## src/rtl/ls_stage_buffer_pkg.sv

```systemverilog
// Shared definitions for the load/store sequencing datapath.
// The upstream controller uses phase_t too, so both blocks agree on one encoding.
package ls_pkg;

    localparam int PHASE_W = 2;

    typedef enum logic [PHASE_W-1:0] {
        WAIT  = 2'd0,
        LOAD  = 2'd1,
        STORE = 2'd2
    } phase_t;

    // Encoding 3 is unused by the controller and is treated as illegal.
    function automatic logic phase_is_illegal(input logic [PHASE_W-1:0] p);
        return (p == 2'd3);
    endfunction

endpackage

```

## src/rtl/ls_stage_buffer_if.sv

```systemverilog
// Valid/ready word stream. The master drives valid and data; the slave drives ready.
interface ls_stage_buffer_if #(
    parameter int WIDTH = 8
);
    logic             valid;
    logic             ready;
    logic [WIDTH-1:0] data;

    modport master (output valid, output data, input  ready);
    modport slave  (input  valid, input  data, output ready);
endinterface

```

## src/rtl/ls_stage_buffer_fifo_core.sv

```systemverilog
// Storage for the stage buffer: memory array, wrapping pointers and occupancy.
// Callers gate push/pop with full/empty; the assertions below catch misuse.
module ls_fifo_core #(
    parameter int WIDTH = 8,
    parameter int DEPTH = 4
) (
    input  logic                       clock,
    input  logic                       resetn,
    input  logic                       push_i,
    input  logic                       pop_i,
    input  logic                       flush_i,
    input  logic [WIDTH-1:0]           wdata_i,
    output logic [WIDTH-1:0]           rdata_o,
    output logic [$clog2(DEPTH):0]     level_o,
    output logic                       full_o,
    output logic                       empty_o
);
    localparam int PTR_W = $clog2(DEPTH);
    localparam int LVL_W = PTR_W + 1;

    logic [WIDTH-1:0] mem_q [DEPTH];
    logic [PTR_W-1:0] wr_ptr_q, wr_ptr_d;
    logic [PTR_W-1:0] rd_ptr_q, rd_ptr_d;
    logic [LVL_W-1:0] level_q, level_d;

    // Next pointers and level; flush overrides any transfer in the same cycle.
    always_comb begin
        wr_ptr_d = wr_ptr_q;
        rd_ptr_d = rd_ptr_q;
        level_d  = level_q;
        if (flush_i) begin
            wr_ptr_d = '0;
            rd_ptr_d = '0;
            level_d  = '0;
        end else if (push_i) begin
            wr_ptr_d = wr_ptr_q + 1'b1;
            level_d  = level_q + 1'b1;
        end else if (pop_i) begin
            rd_ptr_d = rd_ptr_q + 1'b1;
            level_d  = level_q - 1'b1;
        end
    end

    // Pointer and level registers, cleared asynchronously.
    always_ff @(posedge clock or negedge resetn) begin
        if (!resetn) begin
            wr_ptr_q <= '0;
            rd_ptr_q <= '0;
            level_q  <= '0;
        end else begin
            wr_ptr_q <= wr_ptr_d;
            rd_ptr_q <= rd_ptr_d;
            level_q  <= level_d;
        end
    end

    // Word storage; contents are intentionally not reset.
    always_ff @(posedge clock) begin
        if (push_i && !flush_i) begin
            mem_q[wr_ptr_q] <= wdata_i;
        end
    end

    assign rdata_o = mem_q[rd_ptr_q];
    assign level_o = level_q;
    assign full_o  = (level_q == LVL_W'(DEPTH));
    assign empty_o = (level_q == '0);

    // Occupancy must stay within 0..DEPTH; the handshake gating guarantees it.
    always_ff @(posedge clock) begin
        if (resetn) begin
            assert (level_q <= LVL_W'(DEPTH));
            assert (!(push_i && full_o));
            assert (!(pop_i && empty_o));
            assert (!(push_i && pop_i));
        end
    end

endmodule

```

## src/rtl/ls_stage_buffer.sv

```systemverilog
// Stage buffer downstream of the WAIT/LOAD/STORE controller. Fills in LOAD,
// drains in STORE, holds otherwise. Reports batch completion and illegal phases.
module ls_stage_buffer
    import ls_pkg::*;
#(
    parameter int WIDTH = 8,
    parameter int DEPTH = 4
) (
    input  logic                   clock,
    input  logic                   resetn,
    input  logic [PHASE_W-1:0]     phase_i,
    input  logic                   flush_i,
    ls_stage_buffer_if.slave       up_if,
    ls_stage_buffer_if.master      dn_if,
    output logic [$clog2(DEPTH):0] level_o,
    output logic                   full_o,
    output logic                   empty_o,
    output logic                   batch_done_o,
    output logic                   phase_err_o
);
    localparam int LVL_W = $clog2(DEPTH) + 1;

    logic             is_load, is_store;
    logic             in_ready, out_valid;
    logic             push, pop;
    logic [LVL_W-1:0] level;
    logic             full, empty;
    logic [WIDTH-1:0] rdata;
    logic             batch_done_q, batch_done_d;
    logic             phase_err_q, phase_err_d;

    // Phase 3 decodes as neither LOAD nor STORE, so the stage simply holds.
    assign is_load  = (phase_i == LOAD);
    assign is_store = (phase_i == STORE);

    assign in_ready  = is_load  && !full  && !flush_i;
    assign out_valid = is_store && !empty && !flush_i;
    assign push      = up_if.valid && in_ready;
    assign pop       = out_valid   && dn_if.ready;

    ls_fifo_core #(
        .WIDTH (WIDTH),
        .DEPTH (DEPTH)
    ) u_fifo (
        .clock   (clock),
        .resetn  (resetn),
        .push_i  (push),
        .pop_i   (pop),
        .flush_i (flush_i),
        .wdata_i (up_if.data),
        .rdata_o (rdata),
        .level_o (level),
        .full_o  (full),
        .empty_o (empty)
    );

    // A pop from level 1 drains the batch; pop is already low during flush.
    always_comb begin
        batch_done_d = pop && (level == LVL_W'(1));
        phase_err_d  = phase_err_q || phase_is_illegal(phase_i);
    end

    // Status flags: batch_done is a single-cycle pulse, phase_err is sticky.
    always_ff @(posedge clock or negedge resetn) begin
        if (!resetn) begin
            batch_done_q <= 1'b0;
            phase_err_q  <= 1'b0;
        end else begin
            batch_done_q <= batch_done_d;
            phase_err_q  <= phase_err_d;
        end
    end

    assign up_if.ready  = in_ready;
    assign dn_if.valid  = out_valid;
    assign dn_if.data   = rdata;
    assign level_o      = level;
    assign full_o       = full;
    assign empty_o      = empty;
    assign batch_done_o = batch_done_q;
    assign phase_err_o  = phase_err_q;

endmodule

```

## src/flat_wrapper.sv

```systemverilog
// flat-port wrapper written by rule: the top's interface ports become plain ports
module ls_stage_buffer_flat import ls_pkg::*;
#(
    parameter int WIDTH = 8,
    parameter int DEPTH = 4
)
  (clock, resetn, phase_i, flush_i, level_o, full_o, empty_o, batch_done_o, phase_err_o, up_if_valid, up_if_data, up_if_ready, dn_if_valid, dn_if_data, dn_if_ready);
  ls_stage_buffer_if #(.WIDTH(WIDTH)) up_if_i ();
  ls_stage_buffer_if #(.WIDTH(WIDTH)) dn_if_i ();
  input  logic clock;
  input  logic resetn;
  input  logic [PHASE_W-1:0] phase_i;
  input  logic flush_i;
  output logic [$clog2(DEPTH):0] level_o;
  output logic full_o;
  output logic empty_o;
  output logic batch_done_o;
  output logic phase_err_o;
  input wire logic [$bits(up_if_i.valid)-1:0] up_if_valid;
  input wire logic [$bits(up_if_i.data)-1:0] up_if_data;
  output wire logic [$bits(up_if_i.ready)-1:0] up_if_ready;
  output wire logic [$bits(dn_if_i.valid)-1:0] dn_if_valid;
  output wire logic [$bits(dn_if_i.data)-1:0] dn_if_data;
  input wire logic [$bits(dn_if_i.ready)-1:0] dn_if_ready;
  assign up_if_i.valid = up_if_valid;
  assign up_if_i.data = up_if_data;
  assign up_if_ready = up_if_i.ready;
  assign dn_if_valid = dn_if_i.valid;
  assign dn_if_data = dn_if_i.data;
  assign dn_if_i.ready = dn_if_ready;
  ls_stage_buffer #(.WIDTH(WIDTH), .DEPTH(DEPTH)) u_core (.clock(clock), .resetn(resetn), .phase_i(phase_i), .flush_i(flush_i), .up_if(up_if_i), .dn_if(dn_if_i), .level_o(level_o), .full_o(full_o), .empty_o(empty_o), .batch_done_o(batch_done_o), .phase_err_o(phase_err_o));
endmodule
```

## config.mk

```make
export PLATFORM = sky130hd
export DESIGN_NAME = ls_stage_buffer_flat
export DESIGN_NICKNAME = d
export VERILOG_FILES = /design/src/rtl/ls_stage_buffer_pkg.sv /design/src/rtl/ls_stage_buffer_if.sv /design/src/rtl/ls_stage_buffer_fifo_core.sv /design/src/rtl/ls_stage_buffer.sv /design/src/flat_wrapper.sv
export SDC_FILE = /design/constraint.sdc
export NUM_CORES = 1
export LEC_CHECK = 0
export BUFFER_PORTS_ARGS = -buffer_cell sky130_fd_sc_hd__buf_4
export CORE_MARGIN = 5
export CORE_UTILIZATION = 41
export DETAILED_ROUTE_END_ITERATION = 10
export SYNTH_ARGS = -nofsm -noshare
export SYNTH_HDL_FRONTEND = slang
export SYNTH_HIERARCHICAL = 1
export SYNTH_SLANG_ARGS = --single-unit
```

## constraint.sdc

```tcl
create_clock -name clock -period 2.4 [get_ports clock]
set_input_delay 0 -clock clock [delete_from_list [all_inputs] [get_ports clock]]
set_output_delay 0 -clock clock [all_outputs]
set_load 0.01 [all_outputs]
```

# [Word level (Yosys, flattened, before mapping)]
# Memory sizes are Yosys's and may differ from the RTL's.
# Index checks and enable logic that the tools add are counted.
[word_totals] out_inout_bits=17 mem_bits_rw=32 regBits=9 n_memories=1
[mem_list] name="u_core.u_fifo.mem_q" words=4 word_bits=8 rd=1 rd_ports_with_merged_regs=0 wr=1 line_no="ls_stage_buffer_fifo_core.sv:21" text="logic [WIDTH-1:0] mem_q [DEPTH];"
[classes] eq_ne=6 muxes=10 addsub=4 n_reduce_logical=17
[ops] op="2-bit 2-to-1 mux" count=5
[ops] op="3-bit 2-to-1 mux" count=3
[ops] op="1-bit logical AND" count=8
[ops] op="2-bit by 1-bit adder with 2-bit output (second input constant)" count=2
[ops] op="2-bit == test (second input constant)" count=2
[ops] op="2-bit nonzero test" count=2
[ops] op="3-bit by 1-bit adder with 3-bit output (second input constant)" count=1
[ops] op="3-bit by 1-bit == test with 1-bit output (second input constant)" count=1
[ops] op="3-bit == test (second input constant)" count=1
[ops] op="1-bit zero test" count=3
[ops] op="3-bit zero test" count=1
[ops] op="3-bit nonzero test" count=1
[ops] op="3-bit by 1-bit subtractor with 3-bit output (second input constant)" count=1
[ops] op="2-bit by 1-bit == test with 1-bit output (second input constant)" count=1
[ops] op="1-bit 2-to-1 mux" count=2
[ops] op="2-bit inequality test (second input constant)" count=1
[ops] op="2-bit AND reduction" count=1
[ops] op="1-bit logical OR" count=1

# [Depth between registers and ports, before layout]
# Gate-level depths: netlist (run 1).
[logic_depth] word_depth=8 ltp_mapped=8 mapped_depth_nobuf=7

# [Modules after synthesis]
# The synthesis (run 1) kept the hierarchy.
[modules_own_cells] mod="ls_fifo_core" n_inst=1 area_per_inst_um2=1611.5 cells_each=86 seq_area_each_um2=1136.1
[modules_own_cells] mod="ls_stage_buffer" n_inst=1 area_per_inst_um2=135.1 cells_each=9 seq_area_each_um2=50.0

# [Worst setup path after synthesis (run 1)]
# No wires, ideal clock.
[synth_timing] path_type="reg-to-reg" from="register u_core.u_fifo.level_q[1], in the netlist u_core/u_fifo/level_o[1]" to="memory u_core.u_fifo.mem_q[1][0], enable pin" required_time_ps=2068 arrival_ps=1905 path_slack_ps=163 synth_period_minus_slack_ps=2237 path_stages_with_launch=8 cell_sequence="dfrtp_1 inv_1 and3_1 nor4b_4 and2_1 buf_6 nor2b_1 and2_1"
[synth_via] elab_chain_cells=8
[synth_rtl] item="start, declared" line_no="ls_stage_buffer_fifo_core.sv:24" text="logic [LVL_W-1:0] level_q, level_d;"
[synth_rtl] item="start signal, assigned" line_no="ls_stage_buffer_fifo_core.sv:53" text="level_q <= level_d;"
[synth_rtl] item="3-bit == test" line_no="ls_stage_buffer_fifo_core.sv:66" text="assign full_o = (level_q == LVL_W'(DEPTH));"
[synth_rtl] item="via full_o" line_no="flat_wrapper.sv:15" text="output logic full_o;"
[synth_rtl] item="1-bit zero test" line_no="ls_stage_buffer.sv:36" text="assign in_ready = is_load && !full && !flush_i;"
[synth_rtl] item="1-bit logical AND (2 in series)" line_no="ls_stage_buffer.sv:36"
[synth_rtl] item="via up_if_ready" line_no="flat_wrapper.sv:21" text="output wire logic [$bits(up_if_i.ready)-1:0] up_if_ready;"
[synth_rtl] item="1-bit logical AND" line_no="ls_stage_buffer.sv:38" text="assign push = up_if.valid && in_ready;"
[synth_rtl] item="via u_core.push" line_no="ls_stage_buffer.sv:25" text="logic push, pop;"
[synth_rtl] item="1-bit logical AND" line_no="ls_stage_buffer_fifo_core.sv:59" text="if (push_i && !flush_i) begin"
[synth_rtl] item="1-bit 2-to-1 mux" line_no="ls_stage_buffer_fifo_core.sv:59"
[synth_rtl] item="1-bit 2-to-1 mux (not written as such)" line_no="ls_stage_buffer_fifo_core.sv:60" text="mem_q[wr_ptr_q] <= wdata_i;"
[synth_rtl] item="end, declared" line_no="ls_stage_buffer_fifo_core.sv:21"
# The timed path passes the listed nets, and every way through them passes these cells.

# [Final worst setup path (run 1)]
[layout_timing] from="register u_core.u_fifo.level_q[1], in the netlist u_core/u_fifo/level_o[1]" to="memory u_core.u_fifo.mem_q[2][3], enable pin"
[layout_via] elab_chain_cells=8
[layout_rtl] item="3-bit == test" line_no="ls_stage_buffer_fifo_core.sv:66"
[layout_rtl] item="1-bit zero test" line_no="ls_stage_buffer.sv:36"
[layout_rtl] item="1-bit logical AND (2 in series)" line_no="ls_stage_buffer.sv:36"
[layout_rtl] item="1-bit logical AND" line_no="ls_stage_buffer.sv:38"
[layout_rtl] item="via u_core.push" line_no="ls_stage_buffer.sv:25"
[layout_rtl] item="1-bit logical AND" line_no="ls_stage_buffer_fifo_core.sv:59"
[layout_rtl] item="1-bit 2-to-1 mux" line_no="ls_stage_buffer_fifo_core.sv:59"
[layout_rtl] item="1-bit 2-to-1 mux (not written as such)" line_no="ls_stage_buffer_fifo_core.sv:60"
# The timed path passes the listed nets, and every way through them passes these cells.

==> impl_metrics.env, run 1 <==
export IMPL_finalCriticalPeriod_ns=2.197
export IMPL_htreeDepth=2
export IMPL_power_leakage_nw=0.8415
export IMPL_gp_congestion=0.7126
export IMPL_arrival_ns=2.13
export IMPL_route_detailed_drc=0
export IMPL_run_status="complete, no violations"
export IMPL_path_clk_slew_ns=0.07
export IMPL_slew_viol_final=0
export IMPL_port_buffer_count=31
export IMPL_drt_iter0_drc=40
export IMPL_ys_flop_type="edfxtp_1"
export IMPL_fin_util_pct=54.92
export IMPL_yosys_top_cells_area="edfxtp_1 (55%), dfrtp_1 (13%), mux4_2 (10%)"
export IMPL_clock_sinks=41
export IMPL_rsz0062_at_grt="no"
export IMPL_dieArea_um2=5666
export IMPL_maxSlewHeadroom_pct=58.64
export IMPL_n_antenna_cell=0
export IMPL_die_h_um=75.27
export IMPL_synth_warning_count=6
export IMPL_core_area_um2=4058
export IMPL_rr_worst_depth=6
export IMPL_postCtsResizedCells=0
export IMPL_synth_edf_count=32
export IMPL_start_util_pct=43.05
export IMPL_syn_area_um2=1747
export IMPL_final_nets=163
export IMPL_cts_root_buf="clkbuf_8"
export IMPL_syn_num_nets=115
export IMPL_skew_ns=0.006546
export IMPL_fin_tns_setup_ns=0
export IMPL_cts_tree="built"
export IMPL_grt_pass1_wl_um=5071
export IMPL_num_io_pins=32
export IMPL_max_freq_mhz=455.2
export IMPL_synth_seq_cells=41
export IMPL_clockBufferDepth=2
export IMPL_hpwl_um=2414
export IMPL_whs_ns=0.07444
export IMPL_yosys_area_top_type="edfxtp_1"
export IMPL_synth_cell_types=25
export IMPL_p_per_area_nw_per_um2=571.3
export IMPL_critPathKind="register to register"
export IMPL_grt_usage_pct=12.74
export IMPL_synth_top_cells_by_count="edfxtp_1 (32), dfrtp_1 (9), mux4_2 (8)"
export IMPL_required_ns=2.33
export IMPL_drtAntennaViolNets=0
export IMPL_finalHoldViolCount=0
export IMPL_placed_cells=174
export IMPL_area_delta_synth_final_pct=27.58
export IMPL_synth_top_area_share_pct=55.01
export IMPL_dr_pass1_iters=3
export IMPL_rows=23
export IMPL_grt_max_degree=13
export IMPL_setup_violations=0
export IMPL_antenna_found_initial=0
export IMPL_grt_pass1_vias=1002
export IMPL_crit_fanout=8
export IMPL_tightest_slew_ns=0.6203
export IMPL_vias_per_cell=4.732
export IMPL_max_cap_violations=0
export IMPL_fin_crit_sh_pct=91.54
export IMPL_via_count=918
export IMPL_globalRouteOverflowTotal=0
export IMPL_numCtsBuffers=5
export IMPL_start_kind="register"
export IMPL_vdd_drop_max_uv=251.9
export IMPL_final_cells=194
export IMPL_end_kind="register"
export IMPL_yosysMostFrequentCell="edfxtp_1"
export IMPL_synthCells=95
export IMPL_hp_class="primary input to asynchronous set/reset pin"
export IMPL_clk_latency_ns=0.28
export IMPL_async_reset_ff_share_pct=21.95
export IMPL_drt_total_wl_um=3169
export IMPL_drive_gt1_share_pct=36.81
export IMPL_die_x_um=75.27
export IMPL_yosysSeqAreaShare_pct=67.91
export IMPL_syn_avg_cell_area_um2=18.39
export IMPL_post_drt_wl_per_cell_um=16.34
==> final cells by class <==
| type | count | area [µm²] |
|---|---|---|
| Clock inverter | 2 | 10.01 |
| Tap cell | 50 | 62.56 |
| Timing Repair Buffer | 45 | 367.9 |
| Multi-Input combinational cell | 46 | 514.2 |
| Inverter | 4 | 15.01 |
| Fill cell | 320 | 1829 |
| Sequential cell | 41 | 1186 |
| Clock buffer | 6 | 72.57 |
==> worst max-delay path, cell delays in order (launching register included) <==
cell and delay (ns):
dfrtp_1 0.39, inv_1 0.09, and3_1 0.21, nor4b_4 0.28, and2_1 0.23, nor2b_1 0.22
and2_1 0.43
==> flip-flops by register name (all words and copies together), names as in the netlist <==
register / count
u_core/u_fifo/wr_ptr_q: 2
u_core/batch_done_o: 1
u_core/u_fifo/level_o: 3
u_core/phase_err_o: 1
u_core/u_fifo/rd_ptr_q: 2
u_core/u_fifo/mem_q: 32
==> logic make-up after synthesis <==
family                   count (synthesis)  synth area share (%)
AO/OA/AOI/OAI                            2                0.9315
buffers and inverters                    8                 2.650
XOR/XNOR                                 4                 2.006
multiplexers                            11                 12.11
flip-flops                              41                 67.91
adder cells (fa/ha/maj)                  5                 4.012
AND/OR/NAND/NOR                         24                 10.39
==> repair_timing <==
action | in CTS | in global routing
endpoints found under the setup margin | 0 | 0
hold buffers | 12 | 0
endpoints found under the hold margin | 48 | 0
buffers inserted | 0 | 0
==> routing by layer <==
metal | GRT usage, % | vias up | share of wire [%]
met5 | 0 | - | 0
met2 | 20.99 | 20 | 52
met4 | 5.825 | 0 | 1.8
li1 | - | 447 | -
met1 | 16.10 | 443 | 41
met3 | 2.804 | 8 | 4.9
==> where the power goes <==
part           total [mW]  switching [mW]  internal, mW
Sequential          0.775         0.00450         0.771
Combinational      0.0900          0.0389        0.0511
Clock               0.408           0.207         0.201
==> stage by stage <==
step           area [µm²]  setup WS, ns  power, mW
3_3_place_gp         2026        0.2829     0.8662
4_1_cts              2228        0.1442      1.296
6_report             2228        0.2030      1.273
3_5_place_dp         2026        0.1759     0.8683
5_1_grt              2228       0.04732      1.341
2_1_floorplan        1747        0.1629     0.8216
==> cell usage in the layout (no fill, tap or decap), drive strengths merged, types with 3 or more instances in the layout <==
cell,count
buf,33
mux4,8
clkbuf,6
nor2b,4
inv,4
dlygate4sd3,12
ha,4
nor2,7
and2,7
edfxtp,32
dfrtp,9
xnor2,3
==> worst paths after layout <==
kind | start | endpoint | slack (ns)
max in group asynchronous | resetn | u_core/batch_done_o$_DFF_PN0_ | 2.19
max reg2reg | u_core/u_fifo/level_o[1]$_DFFE_PN0P_ | u_core/u_fifo/mem_q[2][3]$_DFFE_PP_ | 0.20
min reg2reg | u_core/u_fifo/wr_ptr_q[1]$_DFFE_PN0P_ | u_core/u_fifo/wr_ptr_q[1]$_DFFE_PN0P_ | 0.60
min | resetn | u_core/u_fifo/level_o[0]$_DFFE_PN0P_ | 0.07
max | u_core/u_fifo/level_o[1]$_DFFE_PN0P_ | u_core/u_fifo/mem_q[2][3]$_DFFE_PP_ | 0.20
min in group clock | dn_if_ready | u_core/batch_done_o$_DFF_PN0_ | 0.15
(Power assumes the default switching activity.)
==> run 2: changes to the inputs <==
- PLACE_DENSITY: default -> 0.68
- RECOVER_POWER: default -> 25
- TNS_END_PERCENT: default -> 5
==> impl_metrics.env, run 2 (same netlist as run 1, synthesis figures left out) <==
export IMPL_cts_root_buf="clkbuf_8"
export IMPL_r2r_start="u_core/u_fifo/level_o[1]$_DFFE_PN0P_"
export IMPL_clk_latency_ns=0.29
export IMPL_rows=23
export IMPL_finalPower_mw=1.283
export IMPL_power_leakage_nw=0.8203
export IMPL_finalCriticalPeriod_ns=2.223
export IMPL_clockPowerShare_pct=32.8
export IMPL_finalHoldViolCount=0
export IMPL_final_nets=163
export IMPL_seq_power_share_pct=60.4
export IMPL_grt_pass1_wl_um=4899
export IMPL_route_detailed_drc=0
export IMPL_placed_cell_area_um2=2026
export IMPL_maxSlewHeadroom_pct=60.08
export IMPL_hold_start="dn_if_ready"
export IMPL_drt_iter0_drc=51
export IMPL_antenna_found_initial=0
export IMPL_p_per_area_nw_per_um2=580.4
export IMPL_die_x_um=75.27
export IMPL_hold_path_end="u_core/batch_done_o$_DFF_PN0_"
export IMPL_crit_fanout=8
export IMPL_drive_gt1_share_pct=32.64
export IMPL_regMostFlops="u_core/u_fifo/mem_q"
export IMPL_route_met2_wl_um=1682
export IMPL_comb_power_share_pct=6.8
export IMPL_rrSetupSlack_ns=0.18
export IMPL_mostFrequentLayoutCell="edfxtp_1"
export IMPL_vdd_drop_max_uv=247.5
export IMPL_fin_tns_setup_ns=0
export IMPL_tightest_slew_ns=0.5987
export IMPL_skew_ns=0.008406
export IMPL_grt_usage_pct=12.16
export IMPL_highest_layer="met4"
export IMPL_via_count=906
export IMPL_wl_met1_um=1288
export IMPL_start_util_pct=43.05
export IMPL_n_fill_cell=335
export IMPL_p_switching_mw=0.2645
export IMPL_gp_congestion=0.8111
export IMPL_end_kind="register"
export IMPL_vias_per_cell=4.670
export IMPL_grt_pass1_vias=1016
export IMPL_max_cap_violations=0
export IMPL_slew_viol_final=0
export IMPL_path_clk_slew_ns=0.07
export IMPL_core_area_um2=4058
export IMPL_drt_total_wl_um=3114
export IMPL_final_cells=194
export IMPL_setup_violations=0
export IMPL_n_antenna_cell=0
export IMPL_run_status="complete, no violations"
export IMPL_route_met3_wl_um=103
export IMPL_swShare_pct=20.62
export IMPL_dieArea_um2=5666
export IMPL_max_freq_mhz=449.9
export IMPL_required_ns=2.33
export IMPL_die_h_um=75.27
export IMPL_postCtsResizedCells=0
export IMPL_num_io_pins=32
export IMPL_rr_worst_depth=6
export IMPL_placed_cells=174
export IMPL_port_buffer_count=31
export IMPL_hpwl_um=2196
export IMPL_rsz0062_at_grt="no"
export IMPL_largest_reg_flops=32
export IMPL_start_kind="register"
export IMPL_pre_cts_slack_ns=0.1744
export IMPL_htreeDepth=2
export IMPL_critPathKind="register to register"
export IMPL_p_int_mw=1.018
export IMPL_grt_max_degree=14
export IMPL_hp_class="primary input to register"
export IMPL_area_delta_synth_final_pct=26.50
export IMPL_fin_crit_sh_pct=92.62
export IMPL_clockBufferDepth=2
export IMPL_cts_tree="built"
export IMPL_numCtsBuffers=5
export IMPL_fin_ws_ns=0.1772
export IMPL_whs_path_depth=3
export IMPL_rr_endpoint="u_core/u_fifo/mem_q[0][6]$_DFFE_PP_"
export IMPL_clock_sinks=41
export IMPL_mostFrequentLayoutCells="edfxtp_1 (32), buf_4 (27), dlygate4sd3_1 (12)"
export IMPL_post_drt_wl_per_cell_um=16.05
export IMPL_dr_pass1_iters=4
export IMPL_drtAntennaViolNets=0
export IMPL_arrival_ns=2.16
export IMPL_post_cts_setup_buffers=0
export IMPL_fin_area_um2=2210
export IMPL_globalRouteOverflowTotal=0
[run 2: cell count changes in the layout (fill, tap and decap cells not counted), sizes merged]
cell	before	now
buf	33	27
clkinv	2	3
clkbuf	6	11
[run 2: what timing repair did]
action / in CTS / in global routing
endpoints found under the hold margin: 46 / 0
setup endpoints to repair: 0 / 0
hold buffers: 12 / 0
[run 2: worst max path at each step]
stage	slack, ns	cells after the start	startpoint	endpoint
5_1_grt	0.003	6	u_core/u_fifo/level_o[1]$_DFFE_PN0P_	u_core/u_fifo/mem_q[0][6]$_DFFE_PP_
3_5_place_dp	0.17	6	u_core/u_fifo/level_o[1]$_DFFE_PN0P_	u_core/u_fifo/mem_q[3][4]$_DFFE_PP_
2_1_floorplan	0.16	7	u_core/u_fifo/level_o[1]$_DFFE_PN0P_	u_core/u_fifo/mem_q[1][0]$_DFFE_PP_
4_1_cts	0.16	6	u_core/u_fifo/level_o[1]$_DFFE_PN0P_	u_core/u_fifo/mem_q[0][6]$_DFFE_PP_
6_report	0.18	6	u_core/u_fifo/level_o[1]$_DFFE_PN0P_	u_core/u_fifo/mem_q[0][6]$_DFFE_PP_
3_3_place_gp	0.29	6	u_core/u_fifo/level_o[1]$_DFFE_PN0P_	u_core/u_fifo/mem_q[3][4]$_DFFE_PP_
[run 2: cell type report]
| class | instances | area, µm² | share of cell area [%] |
|---|---|---|---|
| inverters | 4 | 15.01 | 0.6795 |
| well taps | 50 | 62.56 | 2.831 |
| multi-input cells | 46 | 514.2 | 23.27 |
| clock inverters | 3 | 17.52 | 0.7928 |
| flip-flops and latches | 41 | 1186 | 53.68 |
| clock buffers | 5 | 68.82 | 3.114 |
| repair buffers | 45 | 345.3 | 15.63 |
[run 2: routing by layer]
| layer | vias up | GRT usage [%] |
|---|---|---|
| met1 | 444 | 13.96 |
| met5 | - | 0 |
| met4 | 0 | 4.660 |
| met3 | 5 | 2.804 |
| met2 | 12 | 21.95 |
| li1 | 445 | - |
[run 2: critical path, cell delays in order, from the launching register on]
cell and delay, ns:
dfrtp_1 0.39, inv_1 0.09, and3_1 0.21, nor4b_4 0.29, and2_1 0.24, nor2b_1 0.23, and2_1 0.43
[run 2: power by group through the flow]
stage / clock network [mW] / logic (mW) / registers, mW
after floorplan: 0 / 0.0316 / 0.790
after global placement: 0 / 0.0752 / 0.790
after detailed placement: 0 / 0.0771 / 0.790
after CTS: 0.438 / 0.0923 / 0.775
after global routing: 0.475 / 0.0947 / 0.775
final: 0.421 / 0.0870 / 0.775
[run 2: stage by stage]
stage | util [%] | hold slack, ns
after global placement | 49.92 | -0.1720
after CTS | 55.01 | 0.07244
after floorplan | - | -0.2956
after detailed placement | 49.92 | -0.1681
after global routing | 54.46 | 0.1416
final | 54.46 | 0.1363
